--- config.mk ---
export PLATFORM = sky130hd
export DESIGN_NAME = pipe_stage_skid
export DESIGN_NICKNAME = d
export VERILOG_FILES = /design/src/rtl/pipe_stage_skid.sv
export SDC_FILE = /design/constraint.sdc
export NUM_CORES = 1
export LEC_CHECK = 0
export ABC_AREA = 1
export CORE_MARGIN = 5
export CORE_UTILIZATION = 30
export DETAILED_ROUTE_END_ITERATION = 12
export DONT_BUFFER_PORTS = 1
export SYNTH_ARGS = -nofsm -noshare
export SYNTH_HDL_FRONTEND = slang
export SYNTH_SLANG_ARGS = --single-unit
--- constraint.sdc ---
create_clock -name clk -period 4 [get_ports clk]
set_input_delay 0.4 -clock clk [delete_from_list [all_inputs] [get_ports clk]]
set_output_delay 0.4 -clock clk [all_outputs]
set_load 0.005 [all_outputs]
--- src/rtl/pipe_stage_skid.sv ---
// Flushable valid/ready pipeline stage with a two-entry skid buffer.
// in_ready, out_valid and out_data all come straight from flops.
module pipe_stage_skid #(
    parameter int                DATA_W     = 32,
    parameter logic [DATA_W-1:0] NOP_VALUE  = '0,
    parameter bit                BUBBLE_NOP = 1'b1
) (
    input  logic              clk,
    input  logic              rst_n,
    input  logic              rdy,
    input  logic              flush,
    input  logic              in_valid,
    output logic              in_ready,
    input  logic [DATA_W-1:0] in_data,
    output logic              out_valid,
    input  logic              out_ready,
    output logic [DATA_W-1:0] out_data,
    output logic [1:0]        occupancy
);

    typedef enum logic [1:0] {
        EMPTY = 2'd0,
        BUSY  = 2'd1,
        FULL  = 2'd2
    } state_t;

    state_t            state_q, state_d;
    logic [DATA_W-1:0] main_q, main_d;
    logic [DATA_W-1:0] skid_q, skid_d;
    logic              in_ready_q;
    logic              in_fire, out_fire;
    logic [DATA_W-1:0] main_idle;

    assign in_fire   = in_valid & in_ready_q & rdy;
    assign out_fire  = (state_q != EMPTY) & out_ready & rdy;
    // Value main takes whenever the stage drops to EMPTY.
    assign main_idle = BUBBLE_NOP ? NOP_VALUE : main_q;

    always_ff @(posedge clk or negedge rst_n) begin
        if (!rst_n) begin
            state_q    <= EMPTY;
            main_q     <= NOP_VALUE;
            skid_q     <= NOP_VALUE;
            in_ready_q <= 1'b1;
        end else begin
            state_q    <= state_d;
            main_q     <= main_d;
            skid_q     <= skid_d;
            in_ready_q <= (state_d != FULL);
        end
    end

    always_comb begin
        state_d = state_q;
        main_d  = main_q;
        skid_d  = skid_q;
        if (flush) begin
            // Anything out_fire took this cycle is already consumed; squash the rest.
            state_d = EMPTY;
            main_d  = main_idle;
            skid_d  = NOP_VALUE;
        end else begin
            unique case (state_q)
                EMPTY: begin
                    if (in_fire) begin
                        state_d = BUSY;
                        main_d  = in_data;
                    end
                end
                BUSY: begin
                    if (in_fire && out_fire) begin
                        main_d = in_data;
                    end else if (in_fire) begin
                        state_d = FULL;
                        skid_d  = in_data;
                    end else if (out_fire) begin
                        state_d = EMPTY;
                        main_d  = main_idle;
                    end
                end
                FULL: begin
                    if (out_fire) begin
                        state_d = BUSY;
                        main_d  = skid_q;
                    end
                end
                default: begin
                    state_d = EMPTY;
                    main_d  = NOP_VALUE;
                end
            endcase
        end
    end

    assign in_ready  = in_ready_q;
    assign out_valid = (state_q != EMPTY);
    assign out_data  = main_q;
    assign occupancy = state_q;

endmodule

==> results of run 1 <==
sequential cells by signal (all words and copies together), names as in the netlist:
signal and flops:
out_data 32, skid_q 32, occupancy 2, in_ready 1
cell type report:
type | instances | area (um^2)
multi-input combinational | 342 | 1540
timing repair buffer | 9 | 90.1
fill | 1149 | 7130
sequential | 67 | 1680
clock buffer | 13 | 280
inverter | 7 | 26.3
clock inverter | 1 | 7.51
tap | 140 | 175
synthesized netlist by cell type (all sizes together):
cell and count:
dfstp 1, nor2 5, dfrtp 66, nand3 98, a21oi 2, nand4 33, clkbuf 12, clkinv 1
nor3 2, o21ai 2, nand2 199, a21boi 1, inv 6, buf 21
repair_timing:
| item | in CTS | in global routing |
|---|---|---|
| hold endpoints to repair | 67 | 0 |
| buffers inserted | 0 | 0 |
| hold buffers | 2 | 0 |
worst min path at each step:
stage,start,endpoint,cells after the start
2_1_floorplan,rst_n,occupancy[0]$_DFF_PN0_,0
3_3_place_gp,rst_n,out_data[8]$_DFFE_PN0P_,0
3_5_place_dp,rst_n,out_data[8]$_DFFE_PN0P_,0
4_1_cts,flush,occupancy[0]$_DFF_PN0_,1
5_1_grt,flush,occupancy[0]$_DFF_PN0_,1
6_report,flush,occupancy[0]$_DFF_PN0_,1
power groups by stage:
stage | sequential [uW] | combinational, uW | clock [uW]
after floorplan | 761 | 130 | 0
after global placement | 773 | 161 | 0
after detailed placement | 774 | 166 | 0
after CTS | 763 | 184 | 772
after global routing | 768 | 208 | 807
final | 761 | 180 | 760
critical path, cell delays in order (launching register included):
cell and delay, ns:
dfstp_2 0.55, nand3_1 0.17, nor3_4 0.14, buf_4 0.35, nand2_1 0.75, nand3_1 0.27
nand2_1 0.08
through the flow:
stage | instances | worst slack (ns) | hold slack (ns) | total power [uW]
3_3_place_gp | 563 | 1.63 | 0.107 | 934
2_1_floorplan | 449 | 2.59 | 0.104 | 891
6_report | 579 | 1.56 | 0.152 | 1700
4_1_cts | 579 | 1.53 | 0.142 | 1720
3_5_place_dp | 563 | 1.55 | 0.106 | 940
5_1_grt | 579 | 1.34 | 0.138 | 1780
metal layers:
layer  share of wire, %  vias to the layer above  global-route usage [%]  wire length (um)
met5                  0                        -                       0                 0
li1                   -                     1465                       -                 -
met4               0.57                        0                    3.40                55
met1                 41                     1426                    19.3              4010
met2                 48                      109                    24.0              4640
met3                 10                        5                    6.27               989
logic make-up (layout without fill, tap and decap cells):
family | count (synthesis) | in the layout | synth area share (%)
and+or+nand+nor | 337 | 337 | 44.2
DFF | 67 | 67 | 49.6
buffers and inverters | 40 | 30 | 5.22
AOI/OAI and AO/OA | 5 | 5 | 0.926
==> flow_summary.json, run 1 <==
{
  "antenna_violating_nets_post_route": 0,
  "grt_antenna_before_repair": 0,
  "synthesis.area_um2": 3380,
  "io-pin-count": 74,
  "fp-row-count": 38,
  "wirelength_um": 9700,
  "power_density_nw_per_um2": 447,
  "maximum_number_of_pins_on_one_net_before_global_route_repair": 68,
  "post-synth-top-area-fraction_pct": 48.9,
  "irDropWorstVdd_mv": 0.264,
  "dr.first_iter.drc_count": 293,
  "synth.yosys.seq_area_share_pct": 49.6,
  "placed_cell_area_um2": 3480,
  "hold_class": "input pin to flop",
  "end_kind": "flop",
  "root_buffer": "clkbuf_16",
  "synth.net_count": 487,
  "mostFrequentLayoutCell": "nand2_1",
  "clock-skew-final_ns": 0.00571,
  "clock_sinks": 67,
  "p_leak_uw": 0.00196,
  "p_clk_share_pct": 44.7,
  "placement.io_buffers": 0,
  "worstReg2RegStart": "in_ready$_DFF_PN1_",
  "post_drt_wl_per_cell_um": 16.7,
  "p_int_uw": 1250,
  "diode_count": 0,
  "r2r_cells": 6,
  "setup_repair_after_global_routing_missed_its_margin": "no",
  "die_h_um": 116,
  "drt-vias-per-instance": 5.19,
  "worst_r2r_endpoint": "skid_q[20]$_DFFE_PN0P_",
  "drt-pass1-iter-count": 5,
  "core_area_um2": 10900,
  "tightest_slew_ns": 1.11,
  "cp_max_fo": 34,
  "logic_pwr_share_pct": 10.6,
  "yosysTopAreaCell": "dfrtp_1",
  "power.switching_uw": 447,
  "finalWorstPathRequiredPeriod_ns": 2.44,
  "max_freq_mhz": 410,
  "synthDistinctLibCells": 19,
  "clock_tree_from_tritoncts": "built",
  "post_route_core_utilization_pct": 34.8,
  "grt_pass1_wl_um": 15900,
  "path_class": "flop to flop",
  "crit_path_start": "in_ready$_DFF_PN1_",
  "final_non_filler_cell_area_um2": 3800,
  "worstPathArrival_ns": 2.65,
  "tns_ns": 0,
  "critPathLaunchType": "flop",
  "clock_tree.htree_level_count": 3,
  "ys.warnings.count": 0,
  "synth_seq_cells": 67,
  "worstSkewPairLatency_ns": 0.33,
  "clk_pin_slew_ns": 0.05,
  "synthesis.instances": 449,
  "track_usage_pct": 15.1,
  "finish.net_count": 474,
  "hold_viol_final": 0,
  "place.detailed.hpwl_um": 6060,
  "cts-buffers-inserted": 9,
  "gpl.final_weighted_congestion": 0.774,
  "floorplan.die_area_um2": 13500,
  "synthToLayoutAreaGrowth_pct": 12.5,
  "post_cts_resize_count": 0,
  "maxSlewViolCount": 0,
  "power.share.sequential_pct": 44.7,
  "report.final.setup_viol": 0,
  "synth.avg_cell_area_um2": 7.53,
  "grt_overflow_total": 0,
  "max-slew-margin-rel_pct": 25.8,
  "fp.dieW_um": 116,
  "first_global_vias": 2908,
  "floorplan.initialDensity_pct": 30.9,
  "rrSetupSlack_ns": 1.56,
  "max_cap_violations": 0,
  "routed-via-count": 3005,
  "worst_ep_required_time_ns": 4.21,
  "clock_tree.buffer_depth": 2,
  "status": "finished clean",
  "share_of_post_route_cells_with_drive_strength_above_1_pct": 7.74,
  "switching_share_pct": 26.3,
  "drc": 0,
  "final_cell_mix": "nand2_1 (199), nand3_1 (98), dfrtp_1 (66)",
  "final.period_utilization_pct": 61.0,
  "crit_path_end": "skid_q[20]$_DFFE_PN0P_",
  "synth.area.top_cells": "dfrtp_1 (49%), nand2_1 (22%), nand3_1 (15%)"
}
Note: power is estimated with default switching activity, not from simulation.
==> run 2, diff against run 1 <==
- clock period: 4 -> 2 ns (I/O delays scaled with it)
==> run 2 against run 1 <==
Design area increased by 2.7%. Combinational power is 120% higher. Power is 100% higher. Register-to-register slack got worse by 1.3 ns. Critical endpoint is now out_data[22]$_DFFE_PN0P_. Sequential cell count stayed put. Worst setup slack got worse by 1.3 ns. Critical path depth rose by 1. Utilization is 0.94 points higher. Via count grew 2.3%. Clock-buffer cell count unchanged. Sequential share of layout area down 1.2 points.
==> flow_summary.json, run 2 (synthesis results as in run 1) <==
{
  "status": "finished clean",
  "drc": 0,
  "grt_pass1_wl_um": 16400,
  "clk_pin_slew_ns": 0.06,
  "irDropWorstVdd_mv": 0.411,
  "end_kind": "flop",
  "fillerInstances": 1119,
  "share_of_post_route_cells_with_drive_strength_above_1_pct": 9.58,
  "clock_tree.buffer_depth": 2,
  "cp_max_fo": 21,
  "post_drt_wl_per_cell_um": 17.0,
  "finish.net_count": 484,
  "clock_tree.htree_level_count": 3,
  "report.final.setup_viol": 0,
  "p_int_uw": 2530,
  "slowest_delay_ns": 0.53,
  "cts_hold_repair.buffers": 3,
  "max_cap_violations": 0,
  "logic_pwr_share_pct": 11.4,
  "worstPathArrival_ns": 1.99,
  "fp-row-count": 38,
  "final_cell_mix": "nand2_1 (199), nand3_1 (98), dfrtp_1 (66)",
  "root_buffer": "clkbuf_16",
  "hold_viol_final": 0,
  "diode_count": 0,
  "die_h_um": 116,
  "crit_family": "simple AND/OR/NAND/NOR gates",
  "final.setup.worst_slack_ns": 0.267,
  "origin_of_the_worst_min_delay_path": "in_data[6]",
  "tns_ns": 0,
  "slowest_stage": "dfrtp_1",
  "power_density_nw_per_um2": 881,
  "worstSkewPairLatency_ns": 0.32,
  "grt_overflow_total": 0,
  "clock_tree_from_tritoncts": "built",
  "cts.repair_timing.setup_buffer_count": 0,
  "critical_path.cell_chain": "nor2_4, nor2_2, buf_12, nand4_1, nand3_1, nand2_1, nand2_1",
  "worst_ep_required_time_ns": 2.26,
  "grt_antenna_before_repair": 0,
  "place.detailed.hpwl_um": 6450,
  "gpl.final_weighted_congestion": 0.760,
  "post_cts_resize_count": 0,
  "hold_class": "input pin to flop",
  "switching_share_pct": 26.5,
  "synthToLayoutAreaGrowth_pct": 15.5,
  "floorplan.die_area_um2": 13500,
  "cp.buffers_inverters": 1,
  "drt-pass1-iter-count": 5,
  "max_freq_mhz": 577,
  "final.period_utilization_pct": 86.6,
  "p_clk_share_pct": 44.4,
  "floorplan.initialDensity_pct": 30.9,
  "worstReg2RegStart": "occupancy[1]$_DFF_PN0_",
  "mostFrequentLayoutCell": "nand2_1",
  "routed-via-count": 3074,
  "tightest_slew_ns": 0.603,
  "fp.dieW_um": 116,
  "clock_sinks": 67,
  "io-pin-count": 74,
  "first_global_vias": 3048,
  "power.switching_uw": 910,
  "core_area_um2": 10900,
  "finalWorstPathRequiredPeriod_ns": 1.73,
  "antenna_violating_nets_post_route": 0,
  "worst_path_most_repeated_cell": "nand2_1",
  "crit_path_start": "occupancy[1]$_DFF_PN0_",
  "maxSlewViolCount": 0,
  "setup_repair_after_global_routing_missed_its_margin": "no",
  "path_class": "flop to flop",
  "dr.first_iter.drc_count": 179,
  "max-slew-margin-rel_pct": 59.7,
  "critPathLaunchType": "flop",
  "p_leak_uw": 0.00201,
  "clock-skew-final_ns": 0.00587,
  "pre_cts_ws_ns": 0.253,
  "placement.io_buffers": 0,
  "wirelength_um": 10000,
  "maximum_number_of_pins_on_one_net_before_global_route_repair": 68,
  "track_usage_pct": 15.6,
  "power.share.sequential_pct": 44.2,
  "cts-buffers-inserted": 9,
  "drt-vias-per-instance": 5.22
}
run 2: cell count changes in the layout (fill, tap and decap cells not counted):
cell | previous run | this run
buf_4 | 7 | 14
buf_12 | 0 | 2
dlygate4sd3_1 | 1 | 2
run 2: worst register-to-register path: cells and delay by family (launching register included):
family        cells  cell delay [ns]
simple gates      6             0.89
buf+inv           1             0.24
flops             1             0.53
run 2: final cells by class:
class,instances,area [um^2],share of cell area [%]
multi-input combinational,342,1540,39.6
clock buffer,13,280,7.18
timing repair buffer,19,193,4.94
clock inverter,1,7.51,0.192
inverter,7,26.3,0.673
tap,140,175,4.49
sequential,67,1680,43.0
run 2: stage by stage:
step | utilization (%) | hold WS (ns) | instance area [um^2] | std cells | total power [uW]
2_1_floorplan | - | -0.0956 | 3380 | 449 | 1780
3_3_place_gp | 32.6 | -0.0935 | 3570 | 572 | 1900
3_5_place_dp | 32.6 | -0.0936 | 3570 | 572 | 1910
4_1_cts | 35.7 | 0.00749 | 3900 | 589 | 3500
5_1_grt | 35.7 | 0.0261 | 3900 | 589 | 3610
6_report | 35.7 | 0.0208 | 3900 | 589 | 3440
run 2: final timing paths:
path | to | depth (start not counted) | slack [ns]
max reg2reg | out_data[22]$_DFFE_PN0P_ | 7 | 0.27
min | skid_q[6]$_DFFE_PN0P_ | 2 | 0.02
min reg2reg | skid_q[0]$_DFFE_PN0P_ | 2 | 0.50
min in group asynchronous | out_data[3]$_DFFE_PN0P_ | 2 | 0.45
max | out_data[22]$_DFFE_PN0P_ | 7 | 0.27
max in group asynchronous | in_ready$_DFF_PN1_ | 2 | 1.25
run 2: power by group through the flow:
stage / logic (uW) / registers, uW / clock network, uW
after global routing: 446 / 1540 / 1620
after floorplan: 260 / 1520 / 0
after detailed placement: 359 / 1550 / 0
final: 392 / 1520 / 1530
after CTS: 398 / 1530 / 1570
after global placement: 354 / 1550 / 0
run 2: per-layer routing:
metal	global-route usage [%]	wire (um)	vias up
met5	0	0	-
met4	4.56	114	0
met2	25.0	4740	119
li1	-	-	1494
met1	20.2	4180	1452
met3	5.03	992	9
